## src/rtl/decomp_pkg.sv

```systemverilog
`default_nettype none
// ============================================================================
//  Module      : decomp_pkg
//  Description : Shared definitions for the decompression dispatcher:
//                header mode codes, engine indices, input FSM state type and
//                an index-width helper.
//  Revision    : 1.0 - initial release
// ============================================================================
package decomp_pkg;

    // Header mode field codes
    localparam logic [1:0] MODE_BPC = 2'b00;
    localparam logic [1:0] MODE_ZRL = 2'b01;
    localparam logic [1:0] MODE_SR  = 2'b10;

    // Engine slot indices
    localparam int ENG_BPC = 0;
    localparam int ENG_ZRL = 1;
    localparam int ENG_SR  = 2;

    // Input-side packet tracking state
    typedef enum logic [0:0] {
        IN_IDLE = 1'b0,
        IN_PKT  = 1'b1
    } in_state_t;

    // Width needed to index n items; never less than one bit
    function automatic int idx_width(input int n);
        return (n > 1) ? $clog2(n) : 1;
    endfunction

endpackage
`default_nettype wire

```

## src/rtl/decomp_dispatch_if.sv

```systemverilog
`default_nettype none
// ============================================================================
//  Module      : decomp_dispatch_if
//  Description : Bundle of all stream signals around the dispatcher.
//                  input stream : data_i, valid_i, sop_i, eop_i / ready_o
//                  to engines   : eng_data_o, eng_valid_o, eng_sop_o,
//                                 eng_eop_o / eng_ready_i
//                  from engines : eng_data_i, eng_valid_i, eng_sop_i,
//                                 eng_eop_i / eng_ready_o
//                  output stream: data_o, valid_o, sop_o, eop_o / ready_i
//                modport master = dispatcher, modport slave = environment.
//  Revision    : 1.0 - initial release
// ============================================================================
interface decomp_dispatch_if #(
    parameter int DATA_W  = 64,
    parameter int NUM_ENG = 3
);
    logic [DATA_W-1:0]         data_i;
    logic                      valid_i;
    logic                      sop_i;
    logic                      eop_i;
    logic                      ready_o;

    logic [NUM_ENG*DATA_W-1:0] eng_data_o;
    logic [NUM_ENG-1:0]        eng_valid_o;
    logic [NUM_ENG-1:0]        eng_sop_o;
    logic [NUM_ENG-1:0]        eng_eop_o;
    logic [NUM_ENG-1:0]        eng_ready_i;

    logic [NUM_ENG*DATA_W-1:0] eng_data_i;
    logic [NUM_ENG-1:0]        eng_valid_i;
    logic [NUM_ENG-1:0]        eng_sop_i;
    logic [NUM_ENG-1:0]        eng_eop_i;
    logic [NUM_ENG-1:0]        eng_ready_o;

    logic [DATA_W-1:0]         data_o;
    logic                      valid_o;
    logic                      sop_o;
    logic                      eop_o;
    logic                      ready_i;

    modport master (
        input  data_i, valid_i, sop_i, eop_i,
        output ready_o,
        output eng_data_o, eng_valid_o, eng_sop_o, eng_eop_o,
        input  eng_ready_i,
        input  eng_data_i, eng_valid_i, eng_sop_i, eng_eop_i,
        output eng_ready_o,
        output data_o, valid_o, sop_o, eop_o,
        input  ready_i
    );

    modport slave (
        output data_i, valid_i, sop_i, eop_i,
        input  ready_o,
        input  eng_data_o, eng_valid_o, eng_sop_o, eng_eop_o,
        output eng_ready_i,
        output eng_data_i, eng_valid_i, eng_sop_i, eng_eop_i,
        input  eng_ready_o,
        input  data_o, valid_o, sop_o, eop_o,
        output ready_i
    );
endinterface
`default_nettype wire

```

## src/rtl/decomp_order_fifo.sv

```systemverilog
`default_nettype none
// ============================================================================
//  Module      : decomp_order_fifo
//  Description : Circular order queue holding the engine index of every
//                in-flight packet, oldest at the head.
//  Ports       : clk, rst_n (async, active-low)
//                i_push/i_wr_data : append an entry
//                i_pop            : drop the head entry
//                o_head           : oldest entry (valid when !o_empty)
//                o_full, o_empty  : occupancy flags
//  Revision    : 1.0 - initial release
// ============================================================================
module decomp_order_fifo #(
    parameter int WIDTH = 2,
    parameter int DEPTH = 4     // power of two, >= 2
) (
    input  wire logic             clk,
    input  wire logic             rst_n,
    input  wire logic             i_push,
    input  wire logic [WIDTH-1:0] i_wr_data,
    input  wire logic             i_pop,
    output logic      [WIDTH-1:0] o_head,
    output logic                  o_full,
    output logic                  o_empty
);
    localparam int PTR_W = $clog2(DEPTH);
    localparam int CNT_W = PTR_W + 1;

    logic [WIDTH-1:0] r_mem [DEPTH];
    logic [PTR_W-1:0] r_wr_ptr;
    logic [PTR_W-1:0] r_rd_ptr;
    logic [CNT_W-1:0] r_count;
    logic             w_do_push;
    logic             w_do_pop;

    assign w_do_push = i_push && !o_full;
    assign w_do_pop  = i_pop  && !o_empty;

    // Storage needs no reset: the head is only looked at when non-empty.
    always_ff @(posedge clk) begin
        if (w_do_push) begin
            r_mem[r_wr_ptr] <= i_wr_data;
        end
    end

    // Depth is a power of two, so pointers wrap by natural overflow.
    always_ff @(posedge clk or negedge rst_n) begin
        if (!rst_n) begin
            r_wr_ptr <= '0;
            r_rd_ptr <= '0;
            r_count  <= '0;
        end else begin
            if (w_do_push) r_wr_ptr <= r_wr_ptr + 1'b1;
            if (w_do_pop)  r_rd_ptr <= r_rd_ptr + 1'b1;
            case ({w_do_push, w_do_pop})
                2'b10:   r_count <= r_count + CNT_W'(1);
                2'b01:   r_count <= r_count - CNT_W'(1);
                default: r_count <= r_count;
            endcase
        end
    end

    assign o_head  = r_mem[r_rd_ptr];
    assign o_full  = (r_count == CNT_W'(DEPTH));
    assign o_empty = (r_count == '0);

endmodule
`default_nettype wire

```

## src/rtl/decomp_dispatch.sv

```systemverilog
`default_nettype none
// ============================================================================
//  Module      : decomp_dispatch
//  Description : Per-packet dispatcher for the decompression path. The
//                header beat's mode field picks one of NUM_ENG engines
//                (0=BPC, 1=ZRL, 2=SR); the whole packet is routed there with
//                zero latency. Engine results are merged back in
//                sop-acceptance order using an order queue; an engine that
//                finishes early is held off until its packet is at the head.
//  Ports       : clk, rst_n (async, active-low)
//                bus : decomp_dispatch_if.master (input stream, engine
//                      in/out streams, merged output stream)
//                pkt_cnt_o, err_o : only with DECOMP_DISPATCH_STATS_EN
//  Options     : DECOMP_DISPATCH_STATS_EN adds per-engine accepted-packet
//                counters (16-bit wrapping) and a sticky protocol error flag
//                (orphan beat, or sop inside a packet).
//  Revision    : 1.0 - initial release
// ============================================================================
module decomp_dispatch
    import decomp_pkg::*;
#(
    parameter int DATA_W      = 64,
    parameter int NUM_ENG     = 3,
    parameter int MODE_W      = 2,
    parameter int ORDER_DEPTH = 4
) (
    input  wire logic             clk,
    input  wire logic             rst_n,
    decomp_dispatch_if.master     bus
`ifdef DECOMP_DISPATCH_STATS_EN
    ,
    output logic [NUM_ENG*16-1:0] pkt_cnt_o,
    output logic                  err_o
`endif
);
    localparam int ENG_W = idx_width(NUM_ENG);

    in_state_t         r_state;
    in_state_t         w_state_nxt;
    logic [ENG_W-1:0]  r_cur_sel;
    logic [ENG_W-1:0]  w_dec_sel;
    logic [ENG_W-1:0]  w_route_sel;
    logic [MODE_W-1:0] w_mode;
    logic              w_eng_rdy;
    logic              w_fwd;
    logic              w_ready;
    logic              w_push;
    logic              w_pop;
    logic              w_q_full;
    logic              w_q_empty;
    logic [ENG_W-1:0]  w_head;
    logic              w_out_valid;
    logic [DATA_W-1:0] w_out_data;
    logic              w_out_sop;
    logic              w_out_eop;

    // ---------------- header decode: sel = min(mode, NUM_ENG-1) ------------
    assign w_mode = bus.data_i[DATA_W-1 -: MODE_W];

    always_comb begin
        w_dec_sel = ENG_W'(NUM_ENG - 1);
        if (int'(w_mode) < NUM_ENG) begin
            w_dec_sel = ENG_W'(w_mode);
        end
    end

    // In IDLE the beat is a fresh header; inside a packet stick to the latch.
    assign w_route_sel = (r_state == IN_IDLE) ? w_dec_sel : r_cur_sel;

    always_comb begin
        w_eng_rdy = 1'b0;
        for (int k = 0; k < NUM_ENG; k++) begin
            if (w_route_sel == ENG_W'(k)) w_eng_rdy = bus.eng_ready_i[k];
        end
    end

    // ---------------- input FSM ----------------------------------------------
    always_ff @(posedge clk or negedge rst_n) begin
        if (!rst_n) begin
            r_state   <= IN_IDLE;
            r_cur_sel <= '0;
        end else begin
            r_state <= w_state_nxt;
            if (w_push) r_cur_sel <= w_dec_sel;
        end
    end

    always_comb begin
        w_state_nxt = r_state;
        w_fwd       = 1'b0;
        w_ready     = 1'b0;
        w_push      = 1'b0;
        case (r_state)
            IN_IDLE: begin
                if (bus.valid_i && bus.sop_i) begin
                    // A header needs a free order slot; the engine must not
                    // see valid while the slot is missing.
                    w_fwd   = !w_q_full;
                    w_ready = w_eng_rdy && !w_q_full;
                    if (w_ready) begin
                        w_push = 1'b1;
                        if (!bus.eop_i) w_state_nxt = IN_PKT;
                    end
                end else if (bus.valid_i) begin
                    w_ready = 1'b1;         // orphan beat: swallow it
                end else begin
                    w_ready = !w_q_full;
                end
            end
            IN_PKT: begin
                // Continuation beats already own a slot; full never blocks them.
                w_fwd   = bus.valid_i;
                w_ready = w_eng_rdy;
                if (bus.valid_i && w_eng_rdy && bus.eop_i) w_state_nxt = IN_IDLE;
            end
            default: w_state_nxt = IN_IDLE;
        endcase
    end

    assign bus.ready_o = w_ready;

    // ---------------- order queue --------------------------------------------
    decomp_order_fifo #(
        .WIDTH (ENG_W),
        .DEPTH (ORDER_DEPTH)
    ) u_order_fifo (
        .clk       (clk),
        .rst_n     (rst_n),
        .i_push    (w_push),
        .i_wr_data (w_dec_sel),
        .i_pop     (w_pop),
        .o_head    (w_head),
        .o_full    (w_q_full),
        .o_empty   (w_q_empty)
    );

    // ---------------- per-engine fan-out and ready return ------------------
    for (genvar k = 0; k < NUM_ENG; k++) begin : g_eng
        logic w_hit;
        assign w_hit = w_fwd && (w_route_sel == ENG_W'(k));
        assign bus.eng_valid_o[k]                    = w_hit;
        assign bus.eng_sop_o[k]                      = w_hit && bus.sop_i;
        assign bus.eng_eop_o[k]                      = w_hit && bus.eop_i;
        assign bus.eng_data_o[k*DATA_W +: DATA_W]    = w_hit ? bus.data_i : '0;
        assign bus.eng_ready_o[k] = !w_q_empty && (w_head == ENG_W'(k)) && bus.ready_i;
    end

    // ---------------- output merge from the head engine --------------------
    always_comb begin
        w_out_valid = 1'b0;
        w_out_data  = '0;
        w_out_sop   = 1'b0;
        w_out_eop   = 1'b0;
        for (int k = 0; k < NUM_ENG; k++) begin
            if (!w_q_empty && (w_head == ENG_W'(k))) begin
                w_out_valid = bus.eng_valid_i[k];
                w_out_data  = bus.eng_data_i[k*DATA_W +: DATA_W];
                w_out_sop   = bus.eng_sop_i[k];
                w_out_eop   = bus.eng_eop_i[k];
            end
        end
    end

    assign w_pop       = w_out_valid && bus.ready_i && w_out_eop;
    assign bus.valid_o = w_out_valid;
    assign bus.data_o  = w_out_data;
    assign bus.sop_o   = w_out_sop;
    assign bus.eop_o   = w_out_eop;

`ifdef DECOMP_DISPATCH_STATS_EN
    // ---------------- statistics -------------------------------------------
    logic [15:0] r_pkt_cnt [NUM_ENG];
    logic        r_err;
    logic        w_orphan;
    logic        w_bad_sop;

    assign w_orphan  = (r_state == IN_IDLE) && bus.valid_i && !bus.sop_i;
    assign w_bad_sop = (r_state == IN_PKT) && bus.valid_i && bus.sop_i && w_ready;

    always_ff @(posedge clk or negedge rst_n) begin
        if (!rst_n) begin
            for (int k = 0; k < NUM_ENG; k++) r_pkt_cnt[k] <= '0;
            r_err <= 1'b0;
        end else begin
            for (int k = 0; k < NUM_ENG; k++) begin
                if (w_push && (w_dec_sel == ENG_W'(k))) r_pkt_cnt[k] <= r_pkt_cnt[k] + 16'd1;
            end
            if (w_orphan || w_bad_sop) r_err <= 1'b1;
        end
    end

    for (genvar k = 0; k < NUM_ENG; k++) begin : g_stat
        assign pkt_cnt_o[k*16 +: 16] = r_pkt_cnt[k];
    end
    assign err_o = r_err;
`endif

endmodule
`default_nettype wire

```

## src/flat_wrapper.sv

```systemverilog
// flat-port wrapper written by rule: the top's interface ports become plain ports
module decomp_dispatch_flat import decomp_pkg::*;
#(
    parameter int DATA_W      = 64,
    parameter int NUM_ENG     = 3,
    parameter int MODE_W      = 2,
    parameter int ORDER_DEPTH = 4
)
  (clk, rst_n, bus_data_i, bus_valid_i, bus_sop_i, bus_eop_i, bus_ready_o, bus_eng_data_o, bus_eng_valid_o, bus_eng_sop_o, bus_eng_eop_o, bus_eng_ready_i, bus_eng_data_i, bus_eng_valid_i, bus_eng_sop_i, bus_eng_eop_i, bus_eng_ready_o, bus_data_o, bus_valid_o, bus_sop_o, bus_eop_o, bus_ready_i);
  decomp_dispatch_if #(.DATA_W(DATA_W), .NUM_ENG(NUM_ENG)) bus_i ();
  input  wire logic clk;
  input  wire logic rst_n;
  input wire logic [$bits(bus_i.data_i)-1:0] bus_data_i;
  input wire logic [$bits(bus_i.valid_i)-1:0] bus_valid_i;
  input wire logic [$bits(bus_i.sop_i)-1:0] bus_sop_i;
  input wire logic [$bits(bus_i.eop_i)-1:0] bus_eop_i;
  output wire logic [$bits(bus_i.ready_o)-1:0] bus_ready_o;
  output wire logic [$bits(bus_i.eng_data_o)-1:0] bus_eng_data_o;
  output wire logic [$bits(bus_i.eng_valid_o)-1:0] bus_eng_valid_o;
  output wire logic [$bits(bus_i.eng_sop_o)-1:0] bus_eng_sop_o;
  output wire logic [$bits(bus_i.eng_eop_o)-1:0] bus_eng_eop_o;
  input wire logic [$bits(bus_i.eng_ready_i)-1:0] bus_eng_ready_i;
  input wire logic [$bits(bus_i.eng_data_i)-1:0] bus_eng_data_i;
  input wire logic [$bits(bus_i.eng_valid_i)-1:0] bus_eng_valid_i;
  input wire logic [$bits(bus_i.eng_sop_i)-1:0] bus_eng_sop_i;
  input wire logic [$bits(bus_i.eng_eop_i)-1:0] bus_eng_eop_i;
  output wire logic [$bits(bus_i.eng_ready_o)-1:0] bus_eng_ready_o;
  output wire logic [$bits(bus_i.data_o)-1:0] bus_data_o;
  output wire logic [$bits(bus_i.valid_o)-1:0] bus_valid_o;
  output wire logic [$bits(bus_i.sop_o)-1:0] bus_sop_o;
  output wire logic [$bits(bus_i.eop_o)-1:0] bus_eop_o;
  input wire logic [$bits(bus_i.ready_i)-1:0] bus_ready_i;
  assign bus_i.data_i = bus_data_i;
  assign bus_i.valid_i = bus_valid_i;
  assign bus_i.sop_i = bus_sop_i;
  assign bus_i.eop_i = bus_eop_i;
  assign bus_ready_o = bus_i.ready_o;
  assign bus_eng_data_o = bus_i.eng_data_o;
  assign bus_eng_valid_o = bus_i.eng_valid_o;
  assign bus_eng_sop_o = bus_i.eng_sop_o;
  assign bus_eng_eop_o = bus_i.eng_eop_o;
  assign bus_i.eng_ready_i = bus_eng_ready_i;
  assign bus_i.eng_data_i = bus_eng_data_i;
  assign bus_i.eng_valid_i = bus_eng_valid_i;
  assign bus_i.eng_sop_i = bus_eng_sop_i;
  assign bus_i.eng_eop_i = bus_eng_eop_i;
  assign bus_eng_ready_o = bus_i.eng_ready_o;
  assign bus_data_o = bus_i.data_o;
  assign bus_valid_o = bus_i.valid_o;
  assign bus_sop_o = bus_i.sop_o;
  assign bus_eop_o = bus_i.eop_o;
  assign bus_i.ready_i = bus_ready_i;
  decomp_dispatch #(.DATA_W(DATA_W), .NUM_ENG(NUM_ENG), .MODE_W(MODE_W), .ORDER_DEPTH(ORDER_DEPTH)) u_core (.clk(clk), .rst_n(rst_n), .bus(bus_i));
endmodule
```

## config.mk

```make
export PLATFORM = sky130hd
export DESIGN_NAME = decomp_dispatch_flat
export DESIGN_NICKNAME = d
export VERILOG_FILES = /design/src/rtl/decomp_pkg.sv /design/src/rtl/decomp_dispatch_if.sv /design/src/rtl/decomp_order_fifo.sv /design/src/rtl/decomp_dispatch.sv /design/src/flat_wrapper.sv
export SDC_FILE = /design/constraint.sdc
export NUM_CORES = 1
export LEC_CHECK = 0
export BUFFER_PORTS_ARGS = -buffer_cell sky130_fd_sc_hd__clkbuf_2
export CORE_AREA = 2 2 215 217
export CTS_BUF_LIST = sky130_fd_sc_hd__clkbuf_2
export DETAILED_ROUTE_END_ITERATION = 7
export DIE_AREA = 0 0 217 219
export SYNTH_ARGS = -nofsm -noshare
export SYNTH_HDL_FRONTEND = slang
export SYNTH_HIERARCHICAL = 1
export SYNTH_SLANG_ARGS = --single-unit
```

## constraint.sdc

```tcl
create_clock -name clk -period 5 [get_ports clk]
set_input_delay 0.5 -clock clk [delete_from_list [all_inputs] [get_ports clk]]
set_output_delay 0.5 -clock clk [all_outputs]
set_load 0.005 [all_outputs]
```

==> results of run 1 <==
-- synthesized netlist by cell type, drive strengths merged --
master	n	area, sq um
a211oi	1	12.5
a21o	1	7.51
a21oi	69	345
a2bb2oi	1	8.76
and2	202	1270
and2b	1	7.51
and3	1	6.26
and3b	1	8.76
and4bb	1	12.5
buf	25	136
clkbuf	33	133
dfrtp	10	250
edfxtp	8	240
fa	1	20.0
ha	5	62.6
inv	10	37.5
mux2	1	15.0
mux2i	71	711
mux4	2	45.0
nand2	10	37.5
nand2b	1	6.26
nand4b	1	8.76
nor2	134	503
nor2b	4	32.5
nor3	1	5.00
nor3b	1	18.8
nor4b	2	17.5
nor4bb	1	10.0
o211ai	3	22.5
o21a	1	7.51
o21ai	6	33.8
o31a	3	27.5
or2	2	12.5
or3	2	12.5
xnor2	3	26.3
xor2	3	26.3
-- sequential cells by signal, indices dropped and copies added (netlist names) --
name and flops:
u_core/u_order_fifo/r_mem 8, u_core/u_order_fifo/r_count 3, u_core/r_cur_sel 2, u_core/u_order_fifo/r_rd_ptr 2, u_core/u_order_fifo/r_wr_ptr 2, u_core/r_state 1
-- cell families after synthesis --
group	Yosys count	synth area share, %
AND/OR/NAND/NOR	365	47.5
AO/OA/AOI/OAI	85	11.3
multiplexers	74	18.6
buffers and inverters	68	7.42
flip-flops	18	11.9
XOR/XNOR	6	1.27
adder cells (fa/ha/maj)	6	2.00
-- cells in the final DEF, fill, tap and decap left out, types with 2 or more instances in the layout --
cell type and instances:
a21oi_1 69, and2_1 200, and2_2 2, buf_4 6
clkbuf_2 548, dfrtp_1 10, diode_2 5, edfxtp_1 8
ha_1 5, inv_1 10, mux2i_1 71, nand2_1 10
nor2_1 133, nor2b_1 2, nor2b_4 2, nor4b_1 2
o211ai_1 3, o21ai_0 4, o31a_1 2, or2_2 2
or3_1 2, xnor2_1 3, xor2_1 3
-- worst register-to-register path, stage by stage, from the launching register on --
cell	delay, ns
dfrtp_1	0.48
mux4_4	0.98
mux2i_1	0.23
or2_2	0.29
a21oi_1	0.16
and3_1	0.18
o31a_2	0.17
ha_1	0.18
inv_1	0.06
fa_1	0.37
xor2_1	0.15
nor2_1	0.11
xor2_1	0.15
-- final timing paths --
kind,start,end,slack (ns),cells past startpoint
setup reg to reg,u_core/u_order_fifo/r_rd_ptr[0],u_core/u_order_fifo/r_count[2],1.43,12
min in group asynchronous,rst_n,u_core/r_state,0.53,2
hold / removal,bus_eng_ready_i[1],u_core/r_cur_sel[0],0.43,3
hold reg to reg,u_core/u_order_fifo/r_rd_ptr[1],u_core/u_order_fifo/r_rd_ptr[1],0.54,1
setup / recovery,u_core/u_order_fifo/r_rd_ptr[0],bus_data_o[20],1.32,7
max in group asynchronous,rst_n,u_core/u_order_fifo/r_count[1],4.15,2
-- layout make-up --
| cell class | count | share of cell area (%) |
|---|---|---|
| flip-flops and latches | 18 | 6.57 |
| clock inverters | 1 | 0.0503 |
| diodes | 5 | 0.168 |
| clock buffers | 3 | 0.201 |
| inverters | 10 | 0.503 |
| well taps | 600 | 10.1 |
| multi-input cells | 536 | 45.1 |
| repair buffers | 552 | 37.3 |
-- stage by stage --
step / setup WS [ns] / total power [W] / hold WS (ns) / cells
after global placement: 1.45 / 0.00185 / 0.440 / 1715
after global routing: 1.13 / 0.00210 / 0.399 / 1723
after floorplan: 2.02 / 0.00120 / 0.204 / 622
after CTS: 1.30 / 0.00194 / 0.350 / 1720
after detailed placement: 1.46 / 0.00185 / 0.438 / 1715
final: 1.32 / 0.00191 / 0.431 / 1725
-- per-layer routing --
| metal | part of all wire [%] | vias up | GRT usage (%) |
|---|---|---|---|
| met5 | 0 | - | 0 |
| met4 | 3.6 | 0 | 5.00 |
| met2 | 52 | 385 | 21.5 |
| met3 | 6.6 | 39 | 1.15 |
| met1 | 37 | 2729 | 12.2 |
| li1 | - | 3015 | - |
-- repair_timing --
item	4_1_cts	5_1_grt
endpoints found under the hold margin	5	0
hold buffers	1	0
gates resized for setup	0	0
-- report_power, final --
part | internal [W] | switching (W) | leakage [nW]
Combinational | 0.000695 | 0.000914 | 4.11
Clock | 0.0000174 | 0.0000565 | 0.0141
Sequential | 0.000183 | 0.0000410 | 0.181
Total | 0.000895 | 0.00101 | 4.31
==> impl_metrics.py, run 1 <==
metrics = {
    "layout": {
        "fin_nets": 1401,
        "n_fill_cell": 5257,
        "layout-drive-gt1-share_pct": 50.9,
        "multiInputGateArea_sq_um": 3370,
        "finalCoreUtilization_pct": 16.5,
        "regArea_sq_um": 490,
        "syn_to_final_growth_pct": 80.5,
        "stdcell_area_sq_um": 7460,
    },
    "grt": {
        "antenna_found_initial": 9,
        "grt_usage_pct": 11.2,
        "grt_max_degree": 68,
        "grt_pass1_wl_mm": 37.9,
        "grt_pass1_vias": 5584,
        "gr-total-overflow": 0,
    },
    "floorplan": {
        "initial_core_util_pct": 9.17,
        "io-pin-count": 546,
        "die_area_sq_um": 47500,
        "num_rows": 78,
        "die_w_um": 217,
        "die_y_um": 219,
        "core_area_sq_um": 45100,
    },
    "clock_tree": {
        "cts_setup_buffers": 0,
        "clock_insertion_delay_worst_skew_ns": 0.36,
        "cts.sinks": 18,
        "cts_root_buf": "clkbuf_2",
        "tritoncts": "built",
        "clk_path_buf_depth": 2,
        "clk_pin_slew_worst_paths_ns": 0.23,
        "cts_inserted_buffers": 3,
        "htreeDepth": 1,
    },
    "sta": {
        "fin_crit_sh_pct": 73.7,
        "fin_skew_ns": 0.0364,
        "clock.fmax_mhz": 271,
        "worst_slew_pin_slew_ns": 1.02,
        "final_max_slew_viol_count": 0,
        "finalSetupViolations": 0,
        "relSlewSlack_pct": 32.0,
        "finalHoldViolations": 0,
        "rsz0062_at_grt": "no",
        "fin_crit_ns": 3.68,
        "setup_tns_ns": 0,
    },
    "critical_path": {
        "cpPeakStageDelay_ns": 0.81,
        "cp-end-kind": "output port",
        "critPathMaxFanout": 40,
        "startpoint_type": "register",
        "required_ns": 4.50,
        "criticalPathCategory": "reg2out",
        "crit_path_frequent_cell": "nor2_1",
        "worstPathCellList": "mux4_4 -> buf_4 -> mux2i_1 -> nor2_1 -> a21oi_1 -> nor2_1 -> clkbuf_2",
        "cp_data_arrival_time_ns": 3.18,
        "crit_family": "multiplexers",
        "crit_slowest_cell": "mux4_4",
        "cp_num_buf_inv": 2,
    },
    "status": {
        "status": "finished, final reports clean",
    },
    "power": {
        "ir_worst_vdd_v": 0.000202,
        "p_leak_nw": 4.31,
        "power.density_nw_per_um2": 255,
    },
    "yosys": {
        "syn_nets": 902,
        "synth-seq-cells": 18,
        "yosysSeqAreaShare_pct": 11.9,
        "syn_area_per_cell_sq_um": 6.65,
        "syn-instance-count": 622,
        "syn-cell-area_sq_um": 4130,
        "synth_cell_types": 44,
        "synth_warnings": 6,
    },
    "detailed_routing": {
        "vias": 6168,
        "antenna_left": 0,
        "drt_iter0_markers": 184,
        "drc_errors": 0,
        "via_per_inst": 3.58,
        "avgRoutedWirePerCell_um": 16.9,
        "dr.pass1.iters": 4,
        "wirelength_mm": 29.2,
    },
    "place": {
        "io_buffer_count": 545,
        "gp_congestion": 0.840,
        "dp_hpwl_mm": 25.9,
        "dpl-instance-area_sq_um": 7420,
    },
    "min_path": {
        "hp-class": "in2reg",
    },
    "job": {
        "max_cap_violations": 0,
    },
}
No activity file was read; power rests on OpenSTA's default activity.
==> inputs of run 2 (changes only) <==
--- a/config.mk
+++ b/config.mk
@@ -6,10 +6,10 @@
 export NUM_CORES = 1
 export LEC_CHECK = 0
 export BUFFER_PORTS_ARGS = -buffer_cell sky130_fd_sc_hd__clkbuf_2
-export CORE_AREA = 2 2 215 217
+export CORE_AREA = 2 2 212 214
 export CTS_BUF_LIST = sky130_fd_sc_hd__clkbuf_2
 export DETAILED_ROUTE_END_ITERATION = 7
-export DIE_AREA = 0 0 217 219
+export DIE_AREA = 0 0 214 216
 export SYNTH_ARGS = -nofsm -noshare
 export SYNTH_HDL_FRONTEND = slang
 export SYNTH_HIERARCHICAL = 1
==> constraint.sdc (replaced) <==
create_clock -name clk -period 3.45 [get_ports clk]
set_input_delay 0.345 -clock clk [delete_from_list [all_inputs] [get_ports clk]]
set_output_delay 0.345 -clock clk [all_outputs]
set_load 0.005 [all_outputs]
==> impl_metrics.py, run 2 (synthesized netlist as in run 1, its figures left out) <==
metrics = {
    "grt": {
        "use_met2_pct": 21.7,
        "grt_pass1_vias": 6092,
        "busiest_layer": "met2",
        "grt_max_degree": 68,
        "met1_usage_pct": 12.8,
        "gr-total-overflow": 0,
        "grt_use_met3_pct": 1.17,
        "grt_usage_pct": 11.4,
        "grt_pass1_wl_mm": 39.2,
        "antenna_found_initial": 6,
    },
    "min_path": {
        "hold_path_startpoint": "bus_eop_i",
        "hp-class": "in2reg",
        "worstHoldPathCells": 4,
        "min_to": "u_core/r_state",
    },
    "clock_tree": {
        "tritoncts": "built",
        "cts_inserted_buffers": 3,
        "cts_root_buf": "clkbuf_2",
        "clk_path_buf_depth": 2,
        "cts.sinks": 18,
        "clk_pin_slew_worst_paths_ns": 0.17,
        "clock_insertion_delay_worst_skew_ns": 0.29,
        "htreeDepth": 1,
    },
    "place": {
        "io_buffer_count": 545,
        "gp_congestion": 0.813,
        "dp.cells": 1717,
        "dp_hpwl_mm": 25.0,
        "pre_cts_slack_ns": 0.253,
    },
    "floorplan": {
        "core_area_sq_um": 43800,
        "die_y_um": 216,
        "die_w_um": 214,
        "num_rows": 77,
        "die_area_sq_um": 46200,
        "io-pin-count": 546,
        "initial_core_util_pct": 9.43,
    },
    "power": {
        "p_leak_nw": 4.37,
        "power.density_nw_per_um2": 373,
        "total_power_w": 0.00281,
        "ir_worst_vdd_v": 0.000346,
    },
    "layout": {
        "reg.largest.list": "u_core/u_order_fifo/r_mem x8, u_core/u_order_fifo/r_count x3",
        "syn_to_final_growth_pct": 82.7,
        "largest_reg_flops": 8,
        "final_cells": 1726,
        "finalCoreUtilization_pct": 17.2,
        "fin_nets": 1411,
        "n_fill_cell": 5078,
        "regArea_sq_um": 492,
        "final_cell_mix": "clkbuf_2 (548), and2_1 (200), nor2_1 (133)",
        "largest-register": "u_core/u_order_fifo/r_mem",
        "multiInputGateArea_sq_um": 3370,
        "final_common_cell": "clkbuf_2",
        "layout-drive-gt1-share_pct": 51.4,
    },
    "critical_path": {
        "startpoint_type": "register",
        "required_ns": 3.69,
        "r2r_end": "u_core/u_order_fifo/r_count[2]",
        "r2r-start": "u_core/u_order_fifo/r_rd_ptr[0]",
        "cp_data_arrival_time_ns": 3.43,
        "critPathMaxFanout": 8,
        "cp-end-kind": "register",
        "reg2regPathDepth": 13,
        "criticalPathCategory": "reg2reg",
        "reg2reg_slack_ns": 0.26,
    },
    "sta": {
        "rsz0062_at_grt": "no",
        "clock.fmax_mhz": 313,
        "finalSetupViolations": 0,
        "fin_crit_sh_pct": 92.6,
        "finalHoldViolations": 0,
        "fin_skew_ns": 0.00260,
        "fin_crit_ns": 3.19,
        "worst_slew_pin_slew_ns": 0.660,
        "fin_ws_ns": 0.257,
        "relSlewSlack_pct": 56.0,
        "final_max_slew_viol_count": 0,
        "setup_tns_ns": 0,
    },
    "detailed_routing": {
        "drt_iter0_markers": 194,
        "avgRoutedWirePerCell_um": 16.3,
        "drc_errors": 0,
        "via_per_inst": 3.59,
        "wirelength_mm": 28.2,
        "antenna_left": 0,
        "dr.pass1.iters": 4,
        "vias": 6197,
    },
    "job": {
        "max_cap_violations": 0,
    },
    "status": {
        "status": "finished, final reports clean",
    },
}
-- run 2: cell count changes in the layout (fill, tap and decap cells not counted), sizes merged --
cell   before  now
buf         6   16
diode       5    4
-- run 2: worst max path at each step --
stage,cells after the start,slack [ns],endpoint,start
global placement,13,0.24,u_core/u_order_fifo/r_count[2],u_core/u_order_fifo/r_rd_ptr[0]
CTS,7,0.14,bus_data_o[28],u_core/u_order_fifo/r_rd_ptr[0]
detailed placement,13,0.25,u_core/u_order_fifo/r_count[2],u_core/u_order_fifo/r_rd_ptr[0]
floorplan,13,0.47,u_core/u_order_fifo/r_count[2],u_core/u_order_fifo/r_rd_ptr[0]
finish,13,0.26,u_core/u_order_fifo/r_count[2],u_core/u_order_fifo/r_rd_ptr[0]
global route,13,0.03,u_core/u_order_fifo/r_count[2],u_core/u_order_fifo/r_rd_ptr[0]
-- run 2: cell type report --
| cell class | count | share of cell area, % |
|---|---|---|
| inverters | 10 | 0.497 |
| well taps | 592 | 9.81 |
| flip-flops and latches | 18 | 6.51 |
| clock inverters | 1 | 0.0497 |
| diodes | 4 | 0.133 |
| multi-input cells | 536 | 44.6 |
| repair buffers | 562 | 38.2 |
| clock buffers | 3 | 0.199 |
-- run 2: routing by layer --
layer / wire (um) / up-vias
met5: 0 / -
met2: 14400 / 371
met4: 1100 / 0
li1: - / 3035
met1: 11000 / 2757
met3: 1670 / 34
-- run 2: critical path, cell delays in order (launching register included) --
cell and delay [ns]:
dfrtp_2 0.45, mux4_4 0.71, buf_4 0.23, nor2b_4 0.14
nand2_1 0.06, a21oi_1 0.17, and3_1 0.18, o31a_2 0.17
ha_1 0.18, inv_1 0.06, fa_1 0.37, xor2_1 0.15
nor2_1 0.11, xor2_1 0.14
-- run 2: through the flow --
stage / area (sq um) / hold WS, ns
2_1_floorplan: 4130 / 0.0494
3_3_place_gp: 7510 / 0.246
3_5_place_dp: 7510 / 0.249
4_1_cts: 7540 / 0.353
5_1_grt: 7550 / 0.374
6_report: 7550 / 0.376
-- run 2: power by group --
part	leakage (nW)	internal, W	switching [W]
combinational	4.17	0.00106	0.00134
clock	0.0141	0.0000252	0.0000634
sequential	0.180	0.000266	0.0000606
total	4.37	0.00135	0.00146
-- run 2: timing repair --
item / in CTS / in global routing
hold endpoints to repair: 10 / 0
endpoints found under the setup margin: 0 / 55
hold buffers: 1 / 0
resized for setup: 0 / 2
buffers inserted: 0 / 0
